## src/rtl/wordle_pkg.sv

```systemverilog
// Shared types and constants for the Wordle tile renderer: board size,
// tile status encoding, 3:3:2 colour palette and the tile index helper.
package wordle_pkg;

  localparam int NROWS    = 6;
  localparam int NCOLS    = 5;
  localparam int NTILES   = NROWS * NCOLS;
  localparam int LETTER_W = 5;
  localparam int TILE_SZ  = 64;

  typedef enum logic [1:0] {
    ST_EMPTY   = 2'd0,
    ST_ABSENT  = 2'd1,
    ST_PRESENT = 2'd2,
    ST_CORRECT = 2'd3
  } status_e;

  typedef struct packed {
    logic [2:0] r;
    logic [2:0] g;
    logic [1:0] b;
  } rgb_t;

  localparam rgb_t C_BLACK        = '{r: 3'd0, g: 3'd0, b: 2'd0};
  localparam rgb_t C_WHITE        = '{r: 3'd7, g: 3'd7, b: 2'd3};
  localparam rgb_t C_EMPTY_BORDER = '{r: 3'd2, g: 3'd2, b: 2'd1};
  localparam rgb_t C_ABSENT       = '{r: 3'd3, g: 3'd3, b: 2'd1};
  localparam rgb_t C_PRESENT      = '{r: 3'd6, g: 3'd5, b: 2'd0};
  localparam rgb_t C_CORRECT      = '{r: 3'd1, g: 3'd5, b: 2'd0};

  // Linear tile index row*5+col built from shifts and adds.
  function automatic logic [4:0] tile_index(input logic [2:0] row, input logic [2:0] col);
    return {row, 2'b00} + 5'(row) + 5'(col);
  endfunction

endpackage

```

## src/rtl/wordle_glyph_rom.sv

```systemverilog
// 5x7 uppercase font. Combinational lookup of one glyph row; bit 4 is the
// leftmost pixel. Letter 0 and codes above 26 return an empty row.
module wordle_glyph_rom
  import wordle_pkg::*;
(
  input  logic [LETTER_W-1:0] letter,
  input  logic [2:0]          glyph_row,
  output logic [4:0]          bits
);

  logic [34:0] glyph;

  // Whole glyph for the letter, row 0 in the top five bits.
  always_comb begin
    glyph = '0;
    case (letter)
      5'd1:  glyph = 35'b01110_10001_10001_11111_10001_10001_10001; // A
      5'd2:  glyph = 35'b11110_10001_10001_11110_10001_10001_11110; // B
      5'd3:  glyph = 35'b01110_10001_10000_10000_10000_10001_01110; // C
      5'd4:  glyph = 35'b11100_10010_10001_10001_10001_10010_11100; // D
      5'd5:  glyph = 35'b11111_10000_10000_11110_10000_10000_11111; // E
      5'd6:  glyph = 35'b11111_10000_10000_11110_10000_10000_10000; // F
      5'd7:  glyph = 35'b01110_10001_10000_10111_10001_10001_01111; // G
      5'd8:  glyph = 35'b10001_10001_10001_11111_10001_10001_10001; // H
      5'd9:  glyph = 35'b01110_00100_00100_00100_00100_00100_01110; // I
      5'd10: glyph = 35'b00111_00010_00010_00010_00010_10010_01100; // J
      5'd11: glyph = 35'b10001_10010_10100_11000_10100_10010_10001; // K
      5'd12: glyph = 35'b10000_10000_10000_10000_10000_10000_11111; // L
      5'd13: glyph = 35'b10001_11011_10101_10101_10001_10001_10001; // M
      5'd14: glyph = 35'b10001_10001_11001_10101_10011_10001_10001; // N
      5'd15: glyph = 35'b01110_10001_10001_10001_10001_10001_01110; // O
      5'd16: glyph = 35'b11110_10001_10001_11110_10000_10000_10000; // P
      5'd17: glyph = 35'b01110_10001_10001_10001_10101_10010_01101; // Q
      5'd18: glyph = 35'b11110_10001_10001_11110_10100_10010_10001; // R
      5'd19: glyph = 35'b01111_10000_10000_01110_00001_00001_11110; // S
      5'd20: glyph = 35'b11111_00100_00100_00100_00100_00100_00100; // T
      5'd21: glyph = 35'b10001_10001_10001_10001_10001_10001_01110; // U
      5'd22: glyph = 35'b10001_10001_10001_10001_10001_01010_00100; // V
      5'd23: glyph = 35'b10001_10001_10001_10101_10101_10101_01010; // W
      5'd24: glyph = 35'b10001_10001_01010_00100_01010_10001_10001; // X
      5'd25: glyph = 35'b10001_10001_10001_01010_00100_00100_00100; // Y
      5'd26: glyph = 35'b11111_00001_00010_00100_01000_10000_11111; // Z
      default: glyph = '0;
    endcase
  end

  // Pick the requested row; row 7 is outside the font cell.
  always_comb begin
    bits = '0;
    case (glyph_row)
      3'd0: bits = glyph[34:30];
      3'd1: bits = glyph[29:25];
      3'd2: bits = glyph[24:20];
      3'd3: bits = glyph[19:15];
      3'd4: bits = glyph[14:10];
      3'd5: bits = glyph[9:5];
      3'd6: bits = glyph[4:0];
      default: bits = '0;
    endcase
  end

endmodule

```

## src/rtl/wordle_tile_renderer.sv

```systemverilog
// Pixel colour source for the 640x480 Wordle display. Holds the 6x5 tile
// board and turns timing counters into 3:3:2 RGB over a 2-cycle pipeline,
// with hsync/vsync delayed to match.
module wordle_tile_renderer
  import wordle_pkg::*;
#(
  parameter int HBP       = 144,
  parameter int VBP       = 31,
  parameter int BOARD_X   = 160,
  parameter int BOARD_Y   = 48,
  parameter int BLINK_BIT = 4
) (
  input  logic       dclk,
  input  logic       clr_n,
  input  logic [9:0] hc,
  input  logic [9:0] vc,
  input  logic       hsync_in,
  input  logic       vsync_in,
  input  logic       wr_en,
  input  logic [2:0] wr_row,
  input  logic [2:0] wr_col,
  input  logic [4:0] wr_letter,
  input  logic [1:0] wr_status,
  input  logic       clear_all,
  input  logic       cursor_en,
  input  logic [2:0] cur_row,
  input  logic [2:0] cur_col,
  output logic       hsync,
  output logic       vsync,
  output logic [2:0] red,
  output logic [2:0] green,
  output logic [1:0] blue
);

  localparam logic [9:0] H_ACT0 = 10'(HBP);
  localparam logic [9:0] H_ACT1 = 10'(HBP + 640);
  localparam logic [9:0] V_ACT0 = 10'(VBP);
  localparam logic [9:0] V_ACT1 = 10'(VBP + 480);
  localparam logic [9:0] H_BRD0 = 10'(HBP + BOARD_X);
  localparam logic [9:0] H_BRD1 = 10'(HBP + BOARD_X + NCOLS * TILE_SZ);
  localparam logic [9:0] V_BRD0 = 10'(VBP + BOARD_Y);
  localparam logic [9:0] V_BRD1 = 10'(VBP + BOARD_Y + NROWS * TILE_SZ);

  // ---------------- tile board ----------------
  logic [LETTER_W-1:0] tile_letter [NTILES];
  status_e             tile_status [NTILES];

  genvar gi;
  generate
    for (gi = 0; gi < NTILES; gi++) begin : g_tile
      localparam logic [2:0] TILE_ROW = 3'(gi / NCOLS);
      localparam logic [2:0] TILE_COL = 3'(gi % NCOLS);
      logic [LETTER_W-1:0] letter_reg;
      status_e             status_reg;

      // Tile storage: clear beats write; only an exact row/col match writes.
      always_ff @(posedge dclk or negedge clr_n) begin
        if (!clr_n) begin
          letter_reg <= '0;
          status_reg <= ST_EMPTY;
        end else if (clear_all) begin
          letter_reg <= '0;
          status_reg <= ST_EMPTY;
        end else if (wr_en && wr_row == TILE_ROW && wr_col == TILE_COL) begin
          letter_reg <= wr_letter;
          status_reg <= status_e'(wr_status);
        end
      end

      assign tile_letter[gi] = letter_reg;
      assign tile_status[gi] = status_reg;
    end
  endgenerate

  // ---------------- frame counter ----------------
  logic       vsync_prev_reg;
  logic [7:0] frame_cnt_reg;

  // Count falling edges of raw vsync; drives the cursor blink.
  always_ff @(posedge dclk or negedge clr_n) begin
    if (!clr_n) begin
      vsync_prev_reg <= 1'b1;
      frame_cnt_reg  <= '0;
    end else begin
      vsync_prev_reg <= vsync_in;
      if (vsync_prev_reg && !vsync_in)
        frame_cnt_reg <= frame_cnt_reg + 8'd1;
    end
  end

  // ---------------- stage 1: geometry ----------------
  logic [8:0] bx, by;
  logic       active_c, in_board_c;

  assign bx = 9'(hc - H_BRD0);
  assign by = 9'(vc - V_BRD0);
  assign active_c   = (hc >= H_ACT0) && (hc < H_ACT1) && (vc >= V_ACT0) && (vc < V_ACT1);
  assign in_board_c = active_c && (hc >= H_BRD0) && (hc < H_BRD1) &&
                      (vc >= V_BRD0) && (vc < V_BRD1);

  logic       active_reg, in_board_reg, hs1_reg, vs1_reg;
  logic [2:0] row_reg, col_reg;
  logic [5:0] px_reg, py_reg;

  // Register position classification; row/col forced to 0 off-board so the
  // tile lookup index always stays within the board.
  always_ff @(posedge dclk or negedge clr_n) begin
    if (!clr_n) begin
      active_reg   <= 1'b0;
      in_board_reg <= 1'b0;
      row_reg      <= '0;
      col_reg      <= '0;
      px_reg       <= '0;
      py_reg       <= '0;
      hs1_reg      <= 1'b1;
      vs1_reg      <= 1'b1;
    end else begin
      active_reg   <= active_c;
      in_board_reg <= in_board_c;
      row_reg      <= in_board_c ? by[8:6] : 3'd0;
      col_reg      <= in_board_c ? bx[8:6] : 3'd0;
      px_reg       <= bx[5:0];
      py_reg       <= by[5:0];
      hs1_reg      <= hsync_in;
      vs1_reg      <= vsync_in;
    end
  end

  // ---------------- stage 2: lookup and colour ----------------
  logic [4:0]          tile_idx;
  logic [LETTER_W-1:0] cur_letter;
  status_e             cur_status;
  logic [2:0]          glyph_row_c, glyph_col_c;
  logic [4:0]          glyph_bits;
  logic                in_glyph, glyph_on, gap, border, cursor_hit;

  assign tile_idx    = tile_index(row_reg, col_reg);
  assign cur_letter  = tile_letter[tile_idx];
  assign cur_status  = tile_status[tile_idx];
  assign glyph_row_c = 3'((py_reg - 6'd18) >> 2);
  assign glyph_col_c = 3'((px_reg - 6'd22) >> 2);
  assign in_glyph    = (px_reg >= 6'd22) && (px_reg <= 6'd41) &&
                       (py_reg >= 6'd18) && (py_reg <= 6'd45);
  assign glyph_on    = in_glyph && |(glyph_bits & (5'b10000 >> glyph_col_c));
  assign gap         = (px_reg < 6'd2) || (px_reg > 6'd61) || (py_reg < 6'd2) || (py_reg > 6'd61);
  assign border      = (px_reg < 6'd5) || (px_reg > 6'd58) || (py_reg < 6'd5) || (py_reg > 6'd58);
  assign cursor_hit  = cursor_en && (row_reg == cur_row) && (col_reg == cur_col) &&
                       !frame_cnt_reg[BLINK_BIT];

  wordle_glyph_rom u_glyph_rom (
    .letter    (cur_letter),
    .glyph_row (glyph_row_c),
    .bits      (glyph_bits)
  );

  rgb_t fill_col, border_col, pix_next;

  // Status palette: empty tiles have a dim border and black interior.
  always_comb begin
    fill_col   = C_BLACK;
    border_col = C_EMPTY_BORDER;
    case (cur_status)
      ST_ABSENT:  begin fill_col = C_ABSENT;  border_col = C_ABSENT;  end
      ST_PRESENT: begin fill_col = C_PRESENT; border_col = C_PRESENT; end
      ST_CORRECT: begin fill_col = C_CORRECT; border_col = C_CORRECT; end
      default:    begin fill_col = C_BLACK;   border_col = C_EMPTY_BORDER; end
    endcase
  end

  // Pixel priority: off-board/gap black, glyph white, border (cursor), fill.
  always_comb begin
    pix_next = C_BLACK;
    if (active_reg && in_board_reg && !gap) begin
      if (glyph_on)
        pix_next = C_WHITE;
      else if (border)
        pix_next = cursor_hit ? C_WHITE : border_col;
      else
        pix_next = fill_col;
    end
  end

  // Output registers: colour and the second sync delay stage.
  always_ff @(posedge dclk or negedge clr_n) begin
    if (!clr_n) begin
      red   <= '0;
      green <= '0;
      blue  <= '0;
      hsync <= 1'b1;
      vsync <= 1'b1;
    end else begin
      red   <= pix_next.r;
      green <= pix_next.g;
      blue  <= pix_next.b;
      hsync <= hs1_reg;
      vsync <= vs1_reg;
    end
  end

endmodule

```

## config.mk

```make
export PLATFORM = sky130hd
export DESIGN_NAME = wordle_tile_renderer
export DESIGN_NICKNAME = d
export VERILOG_FILES = /design/src/rtl/wordle_pkg.sv /design/src/rtl/wordle_glyph_rom.sv /design/src/rtl/wordle_tile_renderer.sv
export SDC_FILE = /design/constraint.sdc
export NUM_CORES = 1
export LEC_CHECK = 0
export CAP_MARGIN = 20
export CORE_MARGIN = 2
export CORE_UTILIZATION = 65
export CTS_CLUSTER_DIAMETER = 100
export CTS_CLUSTER_SIZE = 28
export DETAILED_ROUTE_END_ITERATION = 8
export GPL_ROUTABILITY_DRIVEN = 0
export GPL_TIMING_DRIVEN = 0
export PLACE_DENSITY = 0.84
export SLEW_MARGIN = 30
export SYNTH_ARGS = -nofsm -noshare
export SYNTH_HDL_FRONTEND = slang
export SYNTH_SLANG_ARGS = --single-unit
export TNS_END_PERCENT = 20
```

## constraint.sdc

```tcl
create_clock -name dclk -period 11.85 [get_ports dclk]
set_input_delay 1.7775 -clock dclk [delete_from_list [all_inputs] [get_ports dclk]]
set_output_delay 1.7775 -clock dclk [all_outputs]
set_load 0.01 [all_outputs]
```

==> metrics.txt, run 1 <==
drt pass-1 iters=7; worst hold path class=flip-flop to flip-flop; layout cells sized above 1=0.0946; post-synthesis cell count=1381; CP endpoint kind=flip-flop; Netlist Area Pre-Place=~14000 µm²; Synth Register Bits=246; Worst R2R Start=row_reg[2]$_DFF_PN0_; crit path launch=row_reg[2]$_DFF_PN0_; WL met1=about 15000 µm; final hold vios=0; DRC violations left=0; CTS buffer count=12; Total Routing Usage GR=0.363; Arrival @ worst endpoint=6.82 ns; post-placement worst setup slack=roughly 5.7 ns; worst skew pair latency=0.50 ns; routed wire length per instance=24.4 µm; post-synth top area share=0.425; Setup violations, final=0; CP max FO=11; area grow syn2layout=8.55%; CTS H-tree depth=1; starting density of the core=0.657; setup TNS=0 ns; worst-margin pin slew=0.986 ns; Total Wirelength=between 40000 and 50000 µm; Worst Clk Skew=0.0294 ns; hold path depth=0; Reg clk slew, reported paths=~0.11 ns; gr ovfl total=0; max reg flops=150; metal2 WL=19500 µm; Max IR drop VDD=0.000116 V; status=completed; filler cell count=1489; CP Data Required Time=12.24 ns; unrepaired setup endpoints after global routing=false; placed instance count=around 1.7k; Leakage=just over 7 nW; sequential fraction of the synthesis area=0.432; Via Count=about 12k; postcts setup bufs=0; core box area=21700 µm²; hold_sp=hs1_reg$_DFF_PN1_; worst setup margin=about 5.4 ns; MaxCap Viol Count=0; PD cells=104 nW/µm²; Synth cell types=88; CTS tree=done; initial antenna violation count=1; Placed Area=15100 µm²; Antenna Nets Post-Route=0; Post-DP HPWL=29300 µm; site row count=54; Port Buffers=44; hold path endpoint=hsync$_DFF_PN1_; max frequency=between 0.15 and 0.2 GHz; routed vias/inst=between 6 and 7; CTS sink count=246; nets=approximately 1.5k; most common cell after layout, fill and taps aside=dfrtp_1; Die Y-Extent=152 µm; Min Clock Period, post-route=roughly 6.4 ns; largest net degree at the start of global routing=90; Root Driver=clkbuf_16; slew margin rel.=0.340; IO Pins=56; area leader, netlist=dfrtp_1; Max Slew Vio Count=0; Total Power=1.60 mW; Area contributors post-synth=dfrtp_1 (42%), mux2i_1 (14%), mux4_2 (8.1%); CTS-repair resized insts=0; vias in the first global route=12.1k; main flop type after synthesis=dfrtp_1; R2R depth=21; Setup Crit Path Kind=flip-flop to flip-flop; Final Util=0.714; die area=about 23000 µm²; Syn Area/Cell=10.3 µm²; commonest non-fill, non-tap cells in the layout=dfrtp_1 (242), nor2_1 (234), mux2i_1 (198); DR iter-0 viols=1689; period utilization=0.542; non-filler cells in the finished layout=1729; number of flops mapped to enable cells by yosys=0; fin area=15500 µm²; async set-reset flop share out of synthesis=1.00; syn nets=approximately 1.5k; Syn. warnings=0; first-pass GRT wire length=66100 µm; Startpoint Class=flip-flop; CTS Hold Bufs=0; FF-to-FF End=blue[1]$_DFF_PN0_; R2R setup slack=~5.4 ns; clock tree buffer depth=3; met3 WL=between 4000 and 5000 µm; Hold WS=0.368 ns; Die Width=152 µm; Top Layer Used=met4
-- area by class of cell --
class | instances | area, µm² | area share
Sequential cell | 246 | 6160 | 0.398
Buffer | 109 | 562 | 0.0363
Multi-Input combinational cell | 999 | 7440 | 0.481
Timing Repair Buffer | 47 | 505 | 0.0327
Clock inverter | 2 | 10.0 | 0.000647
Clock buffer | 18 | 344 | 0.0222
Antenna cell | 1 | 2.50 | 0.000162
Tap cell | 280 | 350 | 0.0226
Inverter | 27 | 101 | 0.00655
-- how the worst max path moves through the flow --
stage / end
after floorplan: blue[0]$_DFF_PN0_
after global placement: py_reg[2]$_DFF_PN0_
after detailed placement: blue[0]$_DFF_PN0_
after CTS: blue[0]$_DFF_PN0_
after global routing: blue[1]$_DFF_PN0_
final: blue[1]$_DFF_PN0_
-- worst max-delay path, stage by stage (launching register included) --
cell and delay [ns]:
dfrtp_1 0.48, fa_1 0.56, inv_1 0.07, fa_1 0.58, xnor2_2 0.81, buf_4 0.36, mux4_2 0.34, nand2_1 0.13
a311oi_1 0.09, or2_1 0.25, buf_2 0.22, inv_2 0.18, ha_1 0.17, clkbuf_1 0.44, inv_1 0.23, nor3_1 0.30
a21oi_1 0.07, o221ai_1 0.21, a22oi_1 0.11, and4_1 0.21, o221a_4 0.30, a31oi_1 0.20
-- cells in the mapped netlist (5+ instances only) --
master and number:
o21ai_1 6, o21ai_0 29, a31oi_1 12, a21oi_1 58, nor3_1 35, o211ai_1 5
xnor2_1 15, and2_1 5, nor3b_1 7, and3_1 7, nand2_1 101, nand2b_1 8
dfrtp_1 242, ha_1 27, nor2_1 234, clkbuf_1 75, a311oi_1 6, buf_2 14
xor2_1 11, a211oi_1 8, buf_6 11, mux2i_1 198, buf_4 5, mux2_2 6
nand3_1 53, mux4_2 51, nor4_1 8, nand4_1 7, a2111oi_0 5, inv_1 26
-- logic make-up after synthesis --
| logic type | Yosys count | share of synthesized area |
|---|---|---|
| flip-flops | 246 | 0.432 |
| AND/OR/NAND/NOR | 497 | 0.156 |
| adder cells (fa/ha/maj) | 29 | 0.0265 |
| XOR/XNOR | 28 | 0.0190 |
| AO/OA/AOI/OAI | 188 | 0.0928 |
| buffers and inverters | 136 | 0.0465 |
| multiplexers | 257 | 0.227 |
-- metal layers --
layer	track usage	vias up
met3	0.0810	246
met1	0.462	5716
met2	0.579	871
met5	0	-
li1	-	5049
met4	0.210	0
-- power breakdown --
part	total, mW	internal (mW)	leakage, nW	switching, mW
sequential	0.869	0.856	3.38	0.0132
combinational	0.258	0.0879	3.53	0.170
clock	0.476	0.206	0.174	0.270
Note: power is estimated with default switching activity, not from simulation.
==> run 2: changes to the inputs <==
Settings changed: CORE_UTILIZATION 65 to 56, PLACE_DENSITY 0.84 to 0.77.
Clock period 11.85 ns to 5.5 ns, I/O delays scaled along.
==> run 2 against run 1 <==
  * Via count shrank 1.3%
  * Wire length shrank 0.88%
  * Maximum frequency grew 21%
  * Sequential cell count is the same
==> metrics.txt, run 2 (synthesis results as in run 1) <==
Die Y-Extent=164 µm (was 152 µm); footprint of the multi-input gates=7490 µm² (was 7440 µm²); first-pass GRT wire length=65500 µm (was 66100 µm); Total Power=3.46 mW (was 1.60 mW); final hold vios=0 (unchanged); Setup Crit Path Kind=flip-flop to flip-flop (unchanged); drt pass-1 iters=7 (unchanged); worst skew pair latency=0.51 ns (was 0.50 ns); setup TNS=0 ns (unchanged); CP Data Required Time=5.87 ns (was 12.24 ns); crit path launch=row_reg[1]$_DFF_PN0_ (was row_reg[2]$_DFF_PN0_); IO Pins=56 (unchanged); area grow syn2layout=9.74% (was 8.55%); CTS sink count=246 (unchanged); commonest non-fill, non-tap cells in the layout=dfrtp_1 (241), nor2_1 (233), mux2i_1 (198) (was dfrtp_1 (242), nor2_1 (234), mux2i_1 (198)); PD cells=221 nW/µm² (was 104 nW/µm²); Int Pwr=2.47 mW (was 1.15 mW); max frequency=0.188 GHz (was 0.156 GHz); starting density of the core=0.568 (was 0.657); R2R depth=20 (was 21); fin area=15600 µm² (was 15500 µm²); Worst Clk Skew=0.0322 ns (was 0.0294 ns); period utilization=0.968 (was 0.542); clock tree buffer depth=3 (unchanged); CP max FO=13 (was 11); critical path capture point=blue[1]$_DFF_PN0_ (unchanged); Comb pwr share=0.163 (was 0.161); Worst R2R Start=row_reg[1]$_DFF_PN0_ (was row_reg[2]$_DFF_PN0_); critical path's largest stage delay=0.43 ns (was 0.81 ns); Placed Area=15200 µm² (was 15100 µm²); Antenna Nets Post-Route=0 (unchanged); slew margin rel.=0.361 (was 0.340); critical path's slowest cell=dfrtp_1 (was xnor2_2); site row count=58 (was 54); Seq pwr share=0.541 (was 0.542); Setup violations, final=0 (unchanged); Most common cell on crit path=ha_1; Min Clock Period, post-route=5.32 ns (was 6.42 ns); Leakage=7.12 nW (was 7.08 nW); worst-margin pin slew=0.959 ns (was 0.986 ns); switch share=0.285 (was 0.283); status=completed (unchanged); worst hold path class=input port to async pin (was flip-flop to flip-flop); placed instance count=1759 (was 1708); die area=26800 µm² (was 23100 µm²); Root Driver=clkbuf_16 (unchanged); nets=1517 (unchanged); vias in the first global route=11.7k (was 12.1k); Post-DP HPWL=29200 µm (was 29300 µm); routed vias/inst=6.60 (was 6.87); Switching Power=987 µW (was 453 µW); Max Slew Vio Count=0 (unchanged); CTS tree=done (unchanged); layout cells sized above 1=0.106 (was 0.0946); filler cell count=2088 (was 1489); CP endpoint kind=flip-flop (unchanged); Hold WS=0.160 ns (was 0.368 ns); DRC violations left=0 (unchanged); Total Routing Usage GR=0.319 (was 0.363); unrepaired setup endpoints after global routing=false (unchanged); CP Cell Sequence=ha_1 > ha_1 > buf_6 > buf_8 > buf_6 > buf_4 > mux4_2 > nand3_1 > and4_1 > mux2i_1 > buf_2 > ha_1 > clkbuf_4 > nand2_1 > a311oi_2 > nor4_1 > a2111oi_2 > a31o_1 > o221a_4 > a31oi_1 (was fa_1 > inv_1 > fa_1 > xnor2_2 > buf_4 > mux4_2 > nand2_1 > a311oi_1 > or2_1 > buf_2 > inv_2 > ha_1 > clkbuf_1 > inv_1 > nor3_1 > a21oi_1 > o221ai_1 > a22oi_1 > and4_1 > o221a_4 > a31oi_1); diodes inserted=0 (was 1); Clock Power Share=0.296 (was 0.297); Total Wirelength=41900 µm (was 42300 µm); FF-to-FF End=blue[1]$_DFF_PN0_ (unchanged); routed wire length per instance=23.6 µm (was 24.4 µm); Reg clk slew, reported paths=0.11 ns (about the same); Via Count=11.7k (was 11.9k); Startpoint Class=flip-flop (unchanged); initial antenna violation count=0 (was 1); Max IR drop VDD=0.000292 V (was 0.000116 V); Arrival @ worst endpoint=5.70 ns (was 6.82 ns); core box area=25100 µm² (was 21700 µm²); most common cell after layout, fill and taps aside=dfrtp_1 (unchanged); Port Buffers=44 (unchanged); non-filler cells in the finished layout=1778 (was 1729); largest net degree at the start of global routing=81 (was 90); R2R setup slack=0.18 ns (was 5.43 ns); CTS H-tree depth=1 (unchanged); max reg flops=150 (unchanged); Die Width=164 µm (was 152 µm); DR iter-0 viols=1623 (was 1689); MaxCap Viol Count=0 (unchanged); Reg area=6160 µm² (about the same); gr ovfl total=0 (unchanged); CTS buffer count=12 (unchanged)
==> run 2: cell count changes in the layout (fill, tap and decap cells not counted), sizes merged <==
cell	previous run	this run
buf	38	42
clkbuf	93	89
diode	1	0
==> run 2: how the worst min path moves through the flow <==
stage / cells after the start / startpoint / end / slack (ns)
floorplan: 0 / hs1_reg$_DFF_PN1_ / hsync$_DFF_PN1_ / 0.35
global placement: 0 / hs1_reg$_DFF_PN1_ / hsync$_DFF_PN1_ / 0.35
global route: 1 / clr_n / g_tile[14].status_reg[0]$_DFFE_PN0P_ / 0.17
finish: 1 / clr_n / g_tile[14].status_reg[0]$_DFFE_PN0P_ / 0.16
CTS: 1 / clr_n / g_tile[14].status_reg[0]$_DFFE_PN0P_ / 0.16
detailed placement: 0 / hs1_reg$_DFF_PN1_ / hsync$_DFF_PN1_ / 0.35
==> run 2: cell type report <==
class | count | area share
Multi-Input combinational cell | 999 | 0.479
Sequential cell | 246 | 0.394
Timing Repair Buffer | 52 | 0.0368
Buffer | 104 | 0.0351
Tap cell | 330 | 0.0264
Clock buffer | 18 | 0.0213
Inverter | 27 | 0.00648
Clock inverter | 2 | 0.00136
==> run 2: power by group through the flow <==
stage | Clock, mW | Combinational, mW | Sequential (mW)
after CTS | 1.03 | 0.547 | 1.87
after detailed placement | 0 | 0.539 | 1.91
after global routing | 1.09 | 0.600 | 1.88
after global placement | 0 | 0.523 | 1.91
final | 1.02 | 0.562 | 1.87
after floorplan | 0 | 0.332 | 1.90
==> run 2: metrics by stage <==
stage	util	setup slack [ns]
finish	0.623	0.178
global route	0.623	0.00309
CTS	0.622	0.0105
detailed placement	0.606	-0.831
global placement	0.602	-6.72
floorplan	-	0.510
==> run 2: worst max-delay path, delay by kind of cell, from the launching register on <==
kind                       cells  cell delay (ns)
adders and majority gates      3             0.95
and+or+nand+nor                4             0.62
muxes                          2             0.56
buffers and inverters          6             1.34
AOI/OAI and AO/OA              5             1.27
DFF                            1             0.43
==> run 2: layer usage <==
| layer | up-vias | share of wire | GRT usage |
|---|---|---|---|
| met5 | - | 0 | 0 |
| met4 | 0 | 0.056 | 0.151 |
| met3 | 186 | 0.11 | 0.0747 |
| met2 | 758 | 0.45 | 0.493 |
| met1 | 5743 | 0.39 | 0.428 |
| li1 | 5041 | - | - |
==> run 2: repair_timing <==
| item | CTS | global route |
|---|---|---|
| setup buffers | 4 | 0 |
| pin swaps | 2 | 3 |
| setup endpoints to repair | 7 | 7 |
| cloned | 0 | 0 |
| resized for setup | 5 | 13 |
| hold buffers | 0 | 0 |
==> run 3: changes to the inputs <==
Settings changed: CELL_PAD_IN_SITES_DETAIL_PLACEMENT from default to 0, CELL_PAD_IN_SITES_GLOBAL_PLACEMENT from default to 2, CORE_UTILIZATION 56 to 37, PLACE_DENSITY 0.77 to default, PLACE_DENSITY_LB_ADDON from default to 0.1.
==> run 3 against run 2 <==
  * Register-to-register slack hardly changed
  * Wire length is 15% higher
  * Maximum frequency hardly changed
  * Critical path depth is 2 lower
  * Die area is 50% higher
  * Setup slack better by 0.0019 ns
  * Clock power is 21% higher
  * Via count is 6.0% lower
  * Sequential share of layout area is 1.2 points lower
==> metrics.txt, run 3 (synthesis results as in run 1) <==
Root Driver=clkbuf_16 (unchanged); Total Routing Usage GR=0.239 (was 0.319); Reg clk slew, reported paths=0.11 ns (about the same); Leakage=7.24 nW (was 7.12 nW); DRC violations left=0 (unchanged); max reg flops=150 (unchanged); Setup violations, final=0 (unchanged); CTS buffer count=14 (was 12); drt pass-1 iters=5 (was 7); starting density of the core=0.377 (was 0.568); clock tree buffer depth=3 (unchanged); Setup Crit Path Kind=flip-flop to flip-flop (unchanged); first-pass GRT wire length=72900 µm (was 65500 µm); crit path launch=row_reg[0]$_DFF_PN0_ (was row_reg[1]$_DFF_PN0_); Startpoint Class=flip-flop (unchanged); final hold vios=0 (unchanged); IO Pins=56 (unchanged); critical path capture point=blue[0]$_DFF_PN0_ (was blue[1]$_DFF_PN0_); initial antenna violation count=1 (was 0); Worst Clk Skew=0.0367 ns (was 0.0322 ns); R2R setup slack=0.18 ns (about the same); Die Y-Extent=200 µm (was 164 µm); PD cells=229 nW/µm² (was 221 nW/µm²); CTS sink count=246 (unchanged); status=completed (unchanged); Antenna Nets Post-Route=0 (unchanged); worst-margin pin slew=1.07 ns (was 0.959 ns); gr ovfl total=0 (unchanged); period utilization=0.967 (was 0.968); Placed Area=15400 µm² (was 15200 µm²); CTS H-tree depth=1 (unchanged); Max IR drop VDD=0.000203 V (was 0.000292 V); CTS Hold Bufs=0 (unchanged); fin area=16100 µm² (was 15600 µm²); worst skew pair latency=0.53 ns (was 0.51 ns); max frequency=0.188 GHz (about the same); Hold WS=0.246 ns (was 0.160 ns); slew margin rel.=0.289 (was 0.361); CP endpoint kind=flip-flop (unchanged); die area=40100 µm² (was 26800 µm²); Final Util=0.427 (was 0.623); FF-to-FF End=blue[0]$_DFF_PN0_ (was blue[1]$_DFF_PN0_); layout cells sized above 1=0.125 (was 0.106); setup TNS=0 ns (unchanged); area grow syn2layout=13.3% (was 9.74%); Port Buffers=44 (unchanged); Die Width=200 µm (was 164 µm); Total Wirelength=48400 µm (was 41900 µm); Min Clock Period, post-route=5.32 ns (about the same); most common cell after layout, fill and taps aside=dfrtp_1 (unchanged); CTS tree=done (unchanged); R2R depth=18 (was 20); nets=1531 (was 1517); CP Data Required Time=5.87 ns (about the same); core box area=37800 µm² (was 25100 µm²); worst setup margin=0.180 ns (was 0.178 ns); commonest non-fill, non-tap cells in the layout=dfrtp_1 (241), nor2_1 (226), mux2i_1 (198) (was dfrtp_1 (241), nor2_1 (233), mux2i_1 (198)); Arrival @ worst endpoint=5.69 ns (was 5.70 ns); worst hold path class=input port to async pin (unchanged); routed wire length per instance=24.5 µm (was 23.6 µm); largest net degree at the start of global routing=70 (was 81); critical path's slowest cell=fa_1 (was dfrtp_1); site row count=71 (was 58); CP max FO=10 (was 13); critical path's largest stage delay=0.58 ns (was 0.43 ns); Post-DP HPWL=34300 µm (was 29200 µm); CP Cell Sequence=fa_1 > inv_1 > fa_2 > xor2_4 > buf_4 > buf_4 > mux4_2 > o21a_2 > a311oi_4 > or2_1 > buf_6 > buf_6 > o21ai_1 > a211oi_1 > o221ai_1 > a211oi_1 > o221a_4 > a31oi_1 (was ha_1 > ha_1 > buf_6 > buf_8 > buf_6 > buf_4 > mux4_2 > nand3_1 > and4_1 > mux2i_1 > buf_2 > ha_1 > clkbuf_4 > nand2_1 > a311oi_2 > nor4_1 > a2111oi_2 > a31o_1 > o221a_4 > a31oi_1); post-placement worst setup slack=-1.13 ns (was -0.831 ns); DR iter-0 viols=769 (was 1623); Worst R2R Start=row_reg[0]$_DFF_PN0_ (was row_reg[1]$_DFF_PN0_); Max Slew Vio Count=0 (unchanged); Via Count=11.0k (was 11.7k); vias in the first global route=11.1k (was 11.7k); diodes inserted=0 (unchanged); routed vias/inst=5.59 (was 6.60); MaxCap Viol Count=0 (unchanged)
## run 3: changes by cell type in the layout (fill, tap and decap cells not counted), moves of 2 or more
cell,delta
buf_4,+11
nor2_2,+7
clkbuf_16,+3
clkbuf_1,-3
ha_1,-2
nor2_1,-7
buf_12,+2
## run 3: report_power, final
part / leakage (nW) / total, mW / switching [mW] / internal [mW]
logic: 3.64 / 0.594 / 0.388 / 0.206
registers: 3.38 / 1.87 / 0.0268 / 1.84
clock network: 0.222 / 1.23 / 0.702 / 0.532
## run 3: layer usage
metal | wire length (µm) | vias to the layer above | GRT usage
met5 | 0 | - | 0
met4 | 1390 | 0 | 0.0651
met3 | 2210 | 71 | 0.0254
met2 | 23300 | 308 | 0.404
met1 | 21500 | 5568 | 0.327
li1 | - | 5079 | -
## run 3: through the flow
| stage | power, mW | instances |
|---|---|---|
| after floorplan | 2.23 | 1381 |
| after global placement | 2.47 | 1936 |
| after detailed placement | 2.48 | 1941 |
| after CTS | 3.72 | 1965 |
| after global routing | 3.84 | 1972 |
| final | 3.70 | 1972 |
## run 3: how the worst min path moves through the flow
stage | depth (start not counted) | slack, ns | startpoint | end
3_5_place_dp | 0 | 0.35 | hs1_reg$_DFF_PN1_ | hsync$_DFF_PN1_
5_1_grt | 1 | 0.28 | clr_n | g_tile[25].letter_reg[1]$_DFFE_PN0P_
2_1_floorplan | 0 | 0.35 | hs1_reg$_DFF_PN1_ | hsync$_DFF_PN1_
6_report | 1 | 0.25 | clr_n | g_tile[27].letter_reg[2]$_DFFE_PN0P_
4_1_cts | 1 | 0.27 | clr_n | g_tile[27].letter_reg[2]$_DFFE_PN0P_
3_3_place_gp | 0 | 0.35 | hs1_reg$_DFF_PN1_ | hsync$_DFF_PN1_
## run 3: worst max-delay path: cells and delay by family (launching register included)
| kind | cells | cell delay [ns] |
|---|---|---|
| mux | 1 | 0.56 |
| buf+inv | 5 | 0.82 |
| compound gates | 8 | 1.88 |
| simple gates | 1 | 0.18 |
| flops | 1 | 0.44 |
| fa+ha+maj | 2 | 1.04 |
| xor+xnor | 1 | 0.27 |
## run 3: layout make-up
| cell class | count | area, µm² |
|---|---|---|
| multi-input combinational | 999 | 7530 |
| clock buffer | 17 | 383 |
| fill | 3765 | 21700 |
| buffer | 105 | 578 |
| inverter | 27 | 104 |
| timing repair buffer | 63 | 668 |
| sequential | 246 | 6160 |
| tap | 511 | 639 |
| clock inverter | 4 | 82.6 |
## run 3: repair_timing
item | in CTS | in global routing
pin swaps | 4 | 5
endpoints found under the setup margin | 7 | 7
resized for setup | 16 | 20
setup buffers | 7 | 7
